`src/rtl/md_unit_pkg.sv`:
```
`default_nettype none
// ============================================================================
//  Module      : md_unit_pkg
//  Description : Operation and state encodings shared by the multiply/divide
//                unit and its divide datapath, plus small op-decode helpers.
//  Revision    : 1.0 - initial release
// ============================================================================
package md_unit_pkg;

    // md_op encodings (3 bits)
    localparam logic [2:0] c_md_nop   = 3'd0;
    localparam logic [2:0] c_md_mult  = 3'd1;
    localparam logic [2:0] c_md_multu = 3'd2;
    localparam logic [2:0] c_md_div   = 3'd3;
    localparam logic [2:0] c_md_divu  = 3'd4;
    localparam logic [2:0] c_md_mthi  = 3'd5;
    localparam logic [2:0] c_md_mtlo  = 3'd6;

    // FSM state encodings
    localparam logic [1:0] c_st_idle = 2'd0;
    localparam logic [1:0] c_st_iter = 2'd1;
    localparam logic [1:0] c_st_fix  = 2'd2;

    // True for the multi-cycle arithmetic ops (MULT..DIVU)
    function automatic logic is_md_arith(input logic [2:0] op);
        return (op == c_md_mult) || (op == c_md_multu) ||
               (op == c_md_div)  || (op == c_md_divu);
    endfunction

    // True for ops that interpret operands as two's complement
    function automatic logic is_signed_op(input logic [2:0] op);
        return (op == c_md_mult) || (op == c_md_div);
    endfunction

    // True for the divide ops
    function automatic logic is_div_op(input logic [2:0] op);
        return (op == c_md_div) || (op == c_md_divu);
    endfunction

endpackage
`default_nettype wire

```
`src/rtl/md_div_iter.sv`:
```
`default_nettype none
// ============================================================================
//  Module      : md_div_iter
//  Description : Radix-2 restoring divide datapath on unsigned magnitudes.
//                One quotient bit per enabled cycle; WIDTH steps per divide.
//                A zero divisor yields quotient all ones, remainder=dividend.
//  Revision    : 1.0 - initial release
// ============================================================================
module md_div_iter
    import md_unit_pkg::*;
#(
    parameter int WIDTH = 32
) (
    input  logic             clk,
    input  logic             rst,
    input  logic             i_load,
    input  logic             i_en,
    input  logic [WIDTH-1:0] i_dividend,
    input  logic [WIDTH-1:0] i_divisor,
    output logic [WIDTH-1:0] o_rem,
    output logic [WIDTH-1:0] o_quot
);

    logic [WIDTH-1:0] r_rem;
    logic [WIDTH-1:0] r_quot;
    logic [WIDTH-1:0] r_dsor;
    logic [WIDTH:0]   w_shift;
    logic [WIDTH:0]   w_diff;

    // Trial subtract of the divisor from the remainder shifted by one dividend bit
    always_comb begin
        w_shift = {r_rem, r_quot[WIDTH-1]};
        w_diff  = w_shift - {1'b0, r_dsor};
    end

    // Load operands, then keep the difference or restore on each enabled step
    always_ff @(posedge clk or posedge rst) begin
        if (rst) begin
            r_rem  <= '0;
            r_quot <= '0;
            r_dsor <= '0;
        end else if (i_load) begin
            r_rem  <= '0;
            r_quot <= i_dividend;
            r_dsor <= i_divisor;
        end else if (i_en) begin
            if (!w_diff[WIDTH]) begin
                r_rem  <= w_diff[WIDTH-1:0];
                r_quot <= {r_quot[WIDTH-2:0], 1'b1};
            end else begin
                r_rem  <= w_shift[WIDTH-1:0];
                r_quot <= {r_quot[WIDTH-2:0], 1'b0};
            end
        end
    end

    assign o_rem  = r_rem;
    assign o_quot = r_quot;

endmodule
`default_nettype wire

```
`src/rtl/md_unit.sv`:
```
`default_nettype none
// ============================================================================
//  Module      : md_unit
//  Description : Iterative multiply/divide unit with HI/LO registers.
//                IDLE -> ITER (WIDTH cycles) -> FIX (sign correction and
//                HI/LO write) -> IDLE. MTHI/MTLO write in a single cycle.
//  Revision    : 1.0 - initial release
// ============================================================================
module md_unit
    import md_unit_pkg::*;
#(
    parameter int WIDTH = 32
) (
    input  logic             clk,
    input  logic             rst,
    input  logic             start,
    input  logic [2:0]       md_op,
    input  logic             flush,
    input  logic [WIDTH-1:0] A,
    input  logic [WIDTH-1:0] B,
    output logic             busy,
    output logic             done,
    output logic [WIDTH-1:0] hi,
    output logic [WIDTH-1:0] lo
);

    localparam int             c_cnt_w    = $clog2(WIDTH);
    localparam logic [c_cnt_w-1:0] c_cnt_last = c_cnt_w'(WIDTH - 1);

    logic [1:0]         r_state;
    logic [1:0]         w_next_state;
    logic [c_cnt_w-1:0] r_cnt;

    logic [WIDTH-1:0]   r_hi;
    logic [WIDTH-1:0]   r_lo;
    logic               r_done;

    logic [WIDTH-1:0]   r_mcand;
    logic [2*WIDTH-1:0] r_prod;
    logic               r_is_div;
    logic               r_neg;
    logic               r_sign_a;
    logic               r_dz;

    logic               w_idle_req;
    logic               w_accept;
    logic               w_step;
    logic               w_fix_write;
    logic               w_sgn;
    logic               w_sa;
    logic               w_sb;
    logic [WIDTH-1:0]   w_mag_a;
    logic [WIDTH-1:0]   w_mag_b;
    logic [WIDTH:0]     w_psum;
    logic [2*WIDTH-1:0] w_prod_next;
    logic [2*WIDTH-1:0] w_prod_fix;
    logic [WIDTH-1:0]   w_rem;
    logic [WIDTH-1:0]   w_quot;
    logic [WIDTH-1:0]   w_div_hi;
    logic [WIDTH-1:0]   w_div_lo;

    // Request decode, operand magnitudes and shift-add / fix-up arithmetic
    always_comb begin
        w_idle_req  = (r_state == c_st_idle) && start && !flush;
        w_accept    = w_idle_req && is_md_arith(md_op);
        w_step      = (r_state == c_st_iter) && !flush;
        w_fix_write = (r_state == c_st_fix) && !flush;
        w_sgn       = is_signed_op(md_op);
        w_sa        = w_sgn && A[WIDTH-1];
        w_sb        = w_sgn && B[WIDTH-1];
        w_mag_a     = w_sa ? -A : A;
        w_mag_b     = w_sb ? -B : B;
        // Add the multiplicand into the upper half when the current multiplier bit is set
        w_psum      = {1'b0, r_prod[2*WIDTH-1:WIDTH]} + {1'b0, r_mcand};
        w_prod_next = r_prod[0] ? {w_psum, r_prod[WIDTH-1:1]}
                                : {1'b0, r_prod[2*WIDTH-1:1]};
        w_prod_fix  = r_neg ? -r_prod : r_prod;
        // Divide by zero leaves the datapath with remainder=|A|; the sign fix restores A
        w_div_lo    = r_dz ? {WIDTH{1'b1}} : (r_neg ? -w_quot : w_quot);
        w_div_hi    = r_sign_a ? -w_rem : w_rem;
    end

    md_div_iter #(
        .WIDTH (WIDTH)
    ) u_div_iter (
        .clk        (clk),
        .rst        (rst),
        .i_load     (w_accept),
        .i_en       (w_step && r_is_div),
        .i_dividend (w_mag_a),
        .i_divisor  (w_mag_b),
        .o_rem      (w_rem),
        .o_quot     (w_quot)
    );

    // State register
    always_ff @(posedge clk or posedge rst) begin
        if (rst) begin
            r_state <= c_st_idle;
        end else begin
            r_state <= w_next_state;
        end
    end

    // Next-state logic; flush always returns to IDLE
    always_comb begin
        w_next_state = r_state;
        if (flush) begin
            w_next_state = c_st_idle;
        end else begin
            case (r_state)
                c_st_idle: if (w_accept) w_next_state = c_st_iter;
                c_st_iter: if (r_cnt == c_cnt_last) w_next_state = c_st_fix;
                c_st_fix:  w_next_state = c_st_idle;
                default:   w_next_state = c_st_idle;
            endcase
        end
    end

    // Outputs decoded from state
    always_comb begin
        busy = (r_state != c_st_idle);
    end

    // Iteration counter, operand latches, multiply product, HI/LO and done pulse
    always_ff @(posedge clk or posedge rst) begin
        if (rst) begin
            r_cnt    <= '0;
            r_hi     <= '0;
            r_lo     <= '0;
            r_done   <= 1'b0;
            r_mcand  <= '0;
            r_prod   <= '0;
            r_is_div <= 1'b0;
            r_neg    <= 1'b0;
            r_sign_a <= 1'b0;
            r_dz     <= 1'b0;
        end else begin
            r_done <= w_fix_write;

            if (flush || r_state != c_st_iter || r_cnt == c_cnt_last) begin
                r_cnt <= '0;
            end else begin
                r_cnt <= r_cnt + 1'b1;
            end

            if (w_fix_write) begin
                if (r_is_div) begin
                    r_hi <= w_div_hi;
                    r_lo <= w_div_lo;
                end else begin
                    r_hi <= w_prod_fix[2*WIDTH-1:WIDTH];
                    r_lo <= w_prod_fix[WIDTH-1:0];
                end
            end else if (w_idle_req && md_op == c_md_mthi) begin
                r_hi <= A;
            end else if (w_idle_req && md_op == c_md_mtlo) begin
                r_lo <= A;
            end

            if (w_accept) begin
                r_mcand  <= w_mag_a;
                r_prod   <= {{WIDTH{1'b0}}, w_mag_b};
                r_is_div <= is_div_op(md_op);
                r_neg    <= w_sa ^ w_sb;
                r_sign_a <= w_sa;
                r_dz     <= is_div_op(md_op) && (B == '0);
            end else if (w_step && !r_is_div) begin
                r_prod <= w_prod_next;
            end
        end
    end

    assign done = r_done;
    assign hi   = r_hi;
    assign lo   = r_lo;

endmodule
`default_nettype wire
```
`config.mk`:
```
export PLATFORM = sky130hd
export DESIGN_NAME = md_unit
export DESIGN_NICKNAME = d
export VERILOG_FILES = /design/src/rtl/md_unit_pkg.sv /design/src/rtl/md_div_iter.sv /design/src/rtl/md_unit.sv
export SDC_FILE = /design/constraint.sdc
export NUM_CORES = 1
export LEC_CHECK = 0
export CORE_ASPECT_RATIO = 1.25
export CORE_MARGIN = 5
export CORE_UTILIZATION = 44
export DETAILED_ROUTE_END_ITERATION = 8
export PLACE_DENSITY = 0.65
export SLEW_MARGIN = 20
export SYNTH_ARGS = -nofsm -noshare
export SYNTH_HDL_FRONTEND = slang
export SYNTH_SLANG_ARGS = --single-unit
```
`constraint.sdc`:
```
create_clock -name clk -period 12.3 [get_ports clk]
set_input_delay 1.23 -clock clk [delete_from_list [all_inputs] [get_ports clk]]
set_output_delay 1.23 -clock clk [all_outputs]
set_load 0.02 [all_outputs]
```
==> results of run 1 <==
==> metrics by stage <==
step / cell area [um2] / power (mW)
2_1_floorplan: 18850 / 2.908
3_3_place_gp: 20590 / 3.570
3_5_place_dp: 20590 / 3.608
4_1_cts: 21680 / 4.618
5_1_grt: 21710 / 4.917
6_report: 21710 / 4.633
==> cell usage after synthesis (15+ instances only) <==
| library cell | number | area share |
|---|---|---|
| o41ai_1 | 24 | 0.011 |
| o21ai_0 | 200 | 0.053 |
| a21o_1 | 34 | 0.014 |
| inv_1 | 64 | 0.013 |
| o221ai_1 | 33 | 0.015 |
| and3_1 | 82 | 0.027 |
| nor2b_1 | 15 | 0.0050 |
| nor3_1 | 26 | 0.0069 |
| nand2b_1 | 28 | 0.0093 |
| a31oi_1 | 17 | 0.0056 |
| xor2_1 | 95 | 0.044 |
| or3_1 | 25 | 0.0083 |
| nor4_1 | 17 | 0.0056 |
| mux2i_1 | 76 | 0.040 |
| clkbuf_1 | 119 | 0.024 |
| o31ai_1 | 35 | 0.014 |
| nand3_1 | 49 | 0.013 |
| xnor2_1 | 144 | 0.067 |
| a221oi_1 | 20 | 0.0093 |
| or4_1 | 24 | 0.0096 |
| nand2_1 | 248 | 0.049 |
| nor2_1 | 139 | 0.028 |
| ha_1 | 71 | 0.047 |
| a21oi_1 | 234 | 0.062 |
| dfrtp_1 | 268 | 0.36 |
==> routing by layer <==
layer / vias to the layer above / GRT usage
li1: 8210 / -
met1: 8565 / 0.3408
met2: 674 / 0.4655
met3: 168 / 0.03408
met4: 0 / 0.1611
met5: - / 0
==> area by class of cell <==
| cell class | count | area (um2) |
|---|---|---|
| flip-flops and latches | 268 | 6708 |
| repair buffers | 155 | 1536 |
| clock buffers | 50 | 1002 |
| inverters | 65 | 251.5 |
| well taps | 559 | 699.4 |
| clock inverters | 7 | 85.08 |
| fillers | 4001 | 20540 |
| multi-input cells | 1773 | 11430 |
==> sequential cells by signal (all words and copies together), names as in the netlist <==
| signal | flops |
|---|---|
| done | 1 |
| hi | 32 |
| lo | 32 |
| r_cnt | 5 |
| r_dz | 1 |
| r_is_div | 1 |
| r_mcand | 32 |
| r_neg | 1 |
| r_prod | 64 |
| r_sign_a | 1 |
| r_state | 2 |
| u_div_iter.o_quot | 32 |
| u_div_iter.o_rem | 32 |
| u_div_iter.r_dsor | 32 |
==> worst paths after layout <==
check / startpoint / to
min reg2reg: r_cnt[0] / r_cnt[0]
max reg2reg: r_prod[0] / hi[26]
max: r_prod[0] / hi[26]
min in group asynchronous: rst / lo[12]
max in group asynchronous: rst / r_neg
min: r_cnt[0] / r_cnt[0]
==> critical path, cell delays in order, from the launching register on <==
cell	delay, ns
dfrtp_1	0.37
buf_4	0.27
inv_1	0.67
ha_1	0.29
nand2b_1	0.10
or3_1	0.49
or4_4	0.62
nand2b_4	0.18
or3_1	0.37
or3_4	0.40
o41ai_4	0.30
xor2_1	0.18
o21ai_1	0.07
==> power groups by stage <==
stage,Sequential (mW),Combinational (mW),Clock (mW)
2_1_floorplan,1.43,1.48,0
3_3_place_gp,1.54,2.03,0
6_report,1.55,2.09,0.997
5_1_grt,1.58,2.29,1.05
3_5_place_dp,1.55,2.06,0
4_1_cts,1.54,2.07,1.01
==> cell families after synthesis <==
kind of cell / after synthesis / share of synthesized area
compound gates: 685 / 0.2230
xor+xnor: 239 / 0.1111
fa+ha+maj: 73 / 0.04926
buf+inv: 198 / 0.03964
flops: 268 / 0.3559
mux: 76 / 0.04037
simple gates: 700 / 0.1808
==> results.yml, run 1 <==
cts:
  clk_path_buf_depth: 3
  cts_tree: "built"
  htreeDepth: 2
  cts_buffers: 34
  postCtsHoldBufs: 0
  cts_setup_buffers: 0
  cts.sinks: 268
  clk_pin_slew_ns: 0.05
  cts.root.buffer_cell: "clkbuf_16"
  cts_resized: 0
  insertion_delay_ns: 0.54
setup_path:
  worstPathRequired_ns: 12.68
  cp-start-kind: "flip-flop"
  crit_fanout: 31
  worst_ep_arrival_time_ns: 4.86
  ff2ff_path_depth: 12
  reg2reg_slack_ns: 7.82
  cp-end-kind: "flip-flop"
  crit_type: "reg2reg"
cells_and_area:
  antenna_cells: 0
  final_cell_count_no_fill: 2877
  fin_util: 0.5138
  final_cell_mix: "dfrtp_1 (267), nand2_1 (247), a21oi_1 (234)"
  mostFrequentLayoutCell: "dfrtp_1"
  area_delta_synth_final_pct: 15.19
  nets: 2441
  drive_above_1_share: 0.04271
floorplanning:
  placement_rows: 84
  ios: 137
  chipWidth_um: 195.1
  initial_core_util: 0.4460
  die_area_um2: 47100
  dieHeight_um: 241.4
  core_area_um2: 42250
detailed_routing:
  wl_met2_mm: 32.07
  drc: 0
  dr.first_iter.drc_count: 1558
  wire_per_inst_um: 23.31
  routed_wl_mm: 67.08
  first_pass_iters: 9
  antenna_left: 0
  via_count: 17617
  met3_length_mm: 3.875
  via_per_inst: 6.123
  topRoutingLayerUsed: "met4"
  wl_met1_mm: 26.46
placed_design:
  hpwl_mm: 49.53
  dpl_worst_slack_ns: 7.509
  placedCellCount: 2819
  port_buffers: 136
  routabilityCongestion: 0.9613
logic_synthesis:
  synth_seq_cells: 268
  ys_seq_area_frac: 0.3559
  synth_edf_count: 0
  synth_nets: 2383
  synth_area_per_cell_um2: 8.417
  async_reset_ff_frac: 1.000
  yosys_warnings: 0
  synth_ff_type: "dfrtp_1"
  synthCells: 2239
  synth_area_um2: 18850
  yosysUniqueCellTypes: 69
sta:
  final.setup.worst_slack_ns: 7.820
  fmax_mhz: 223.2
  setup_tns_ns: 0
  rsz0062_at_grt: "false"
  hold-worst-slack_ns: 0.4700
  hold_viol: 0
  setup_viol: 0
  relSlewSlack: 0.2927
  final.period_utilization: 0.3642
  finalMaxSlewViolations: 0
  clock_skew_ns: 0.01794
  worstMarginPinSlew_ns: 1.058
  period_needed_ns: 4.480
power:
  clock_power_share: 0.215
  power_density_nw_per_um2: 213.4
  swShare: 0.4324
  vdd_drop_max_mv: 0.1166
  p_leak_nw: 9.519
  intPower_mw: 2.630
  switchingPower_mw: 2.004
  p_seq_frac: 0.335
  pwr-share-comb: 0.450
global_routing:
  grt_pass1_vias: 17000
  antenna_found_initial: 0
  grt-ovfl-total: 0
  grt_max_degree: 169
  grt.total_usage: 0.2753
  grt_pass1_wl_mm: 101.8
outcome:
  status: "completed"
worst_hold_path:
  hold_class: "reg2reg"
  hold_depth: 1
job:
  drv_cap: 0
Power figures use the tool's default switching activity.
==> run 2: changes to the inputs <==
==> constraint.sdc (replaced) <==
create_clock -name clk -period 4.7 [get_ports clk]
set_input_delay 0.47 -clock clk [delete_from_list [all_inputs] [get_ports clk]]
set_output_delay 0.47 -clock clk [all_outputs]
set_load 0.02 [all_outputs]
==> run 2 against run 1 <==
Sequential power rose to 2.6 times the previous value. Final cell count is 0.42% higher. Power increased to 2.7 times the previous value. Design area is 1.2% higher. Largest power group unchanged. Highest routed layer is now met5.
==> results.yml, run 2 (synthesis gave the netlist of run 1 again) <==
floorplanning:
  chipWidth_um: 195.1
  die_area_um2: 47100
  initial_core_util: 0.4460
  core_area_um2: 42250
  placement_rows: 84
  ios: 137
  dieHeight_um: 241.4
placed_design:
  placedCellCount: 2827
  port_buffers: 136
  routabilityCongestion: 0.9475
  hpwl_mm: 50.25
cells_and_area:
  area_delta_synth_final_pct: 16.52
  mostFrequentLayoutCell: "dfrtp_1"
  final_cell_count_no_fill: 2889
  final_cell_mix: "dfrtp_1 (267), nand2_1 (247), a21oi_1 (234)"
  nets: 2448
  fill_cells: 4054
  antenna_cells: 0
  drive_above_1_share: 0.04979
  largest_reg_flops: 64
  regMostFlops: "r_prod"
cts:
  cts.sinks: 268
  clk_pin_slew_ns: 0.06
  cts.root.buffer_cell: "clkbuf_16"
  clk_path_buf_depth: 3
  cts_buffers: 34
  cts_resized: 0
  cts_tree: "built"
  insertion_delay_ns: 0.56
  postCtsHoldBufs: 0
  htreeDepth: 2
  cts_setup_buffers: 0
setup_path:
  slowest_delay_ns: 0.65
  crit_type: "reg2reg"
  worst_ep_arrival_time_ns: 4.30
  rr_startpoint: "r_prod[8]"
  crit_fanout: 7
  worst-path-buf-inv: 0
  crit_chain: "or4_4 > or4_4 > or4_1 > nand2b_1 > nand2b_1 > nand2b_4 > or3_1 > o21ai_1 > xor2_1 > o21ai_1"
  cp-end-kind: "flip-flop"
  startpoint: "r_prod[8]"
  critical_path.top_delay_family: "simple AND/OR/NAND/NOR gates"
  cp-start-kind: "flip-flop"
  worstPathRequired_ns: 5.08
  crit_slowest_cell: "or4_1"
global_routing:
  antenna_found_initial: 1
  grt.total_usage: 0.2806
  grt_pass1_wl_mm: 103.3
  grt-ovfl-total: 0
  grt_pass1_vias: 17305
  grt_max_degree: 151
sta:
  setup_viol: 0
  worstMarginPinSlew_ns: 1.040
  rsz0062_at_grt: "false"
  setup_tns_ns: 0
  relSlewSlack: 0.3052
  fmax_mhz: 255.0
  clock_skew_ns: 0.02493
  hold_viol: 0
  period_needed_ns: 3.921
  final.period_utilization: 0.8343
  finalMaxSlewViolations: 0
detailed_routing:
  via_count: 17731
  antenna_left: 0
  drc: 0
  first_pass_iters: 5
  wire_per_inst_um: 23.43
  routed_wl_mm: 67.68
  via_per_inst: 6.137
  dr.first_iter.drc_count: 1736
job:
  drv_cap: 0
worst_hold_path:
  hold_class: "in2async"
power:
  power_density_nw_per_um2: 567.9
  p_leak_nw: 9.649
  vdd_drop_max_mv: 0.3664
outcome:
  status: "completed"
run 2: cell types whose count changed in the layout (fill, tap and decap cells not counted), moves of 2 or more:
cell	delta
buf_12	+4
buf_4	+4
bufinv_16	+6
clkbuf_1	-5
clkbuf_8	-2
clkinv_2	+3
clkinv_4	+2
clkinv_8	-2
inv_6	+2
run 2: stage by stage:
stage	setup slack, ns	hold WS (ns)	utilization	instance area (um2)	power [mW]
after global placement	0.9291	0.4488	0.4899	20700	9.327
after CTS	0.8273	0.4446	0.5197	21960	12.44
after detailed placement	0.8597	0.4518	0.4899	20700	9.432
final	0.7789	0.4296	0.5197	21960	12.47
after floorplan	0.6905	0.4329	-	18850	7.610
after global routing	0.6140	0.4798	0.5197	21960	13.25
run 2: worst paths after layout:
kind | depth (start not counted) | endpoint | slack, ns
setup / recovery | 10 | hi[27] | 0.78
hold / removal | 3 | lo[12] | 0.43
setup reg to reg | 10 | hi[27] | 0.78
hold reg to reg | 1 | r_cnt[0] | 0.46
max in group asynchronous | 3 | hi[27] | 3.38
min in group clk | 1 | r_cnt[0] | 0.46
run 2: tightest hold or removal path, cell delays in order:
cell and delay [ns]:
clkdlybuf4s50_1 0.45, clkinvlp_4 0.15, buf_12 0.33
run 2: final cells by class:
| cell class | instances | area, um2 | area share |
|---|---|---|---|
| tap | 559 | 699.4 | 0.03185 |
| timing repair buffer | 162 | 1619 | 0.07373 |
| clock inverter | 19 | 302.8 | 0.01379 |
| inverter | 65 | 247.7 | 0.01128 |
| clock buffer | 43 | 955.9 | 0.04353 |
| multi-input combinational | 1773 | 11430 | 0.5203 |
| sequential | 268 | 6708 | 0.3055 |
run 2: metal layers:
layer,wire (um),vias to the layer above,GRT usage
met5,12,-,0
met4,5112,2,0.1801
met3,3956,197,0.04103
met2,31580,689,0.4630
met1,27020,8641,0.3465
li1,-,8202,-
run 2: power breakdown:
group | internal, mW | switching, mW
Clock | 1.84 | 1.12
Combinational | 2.39 | 3.08
Sequential | 2.97 | 1.06
Total | 7.21 | 5.26
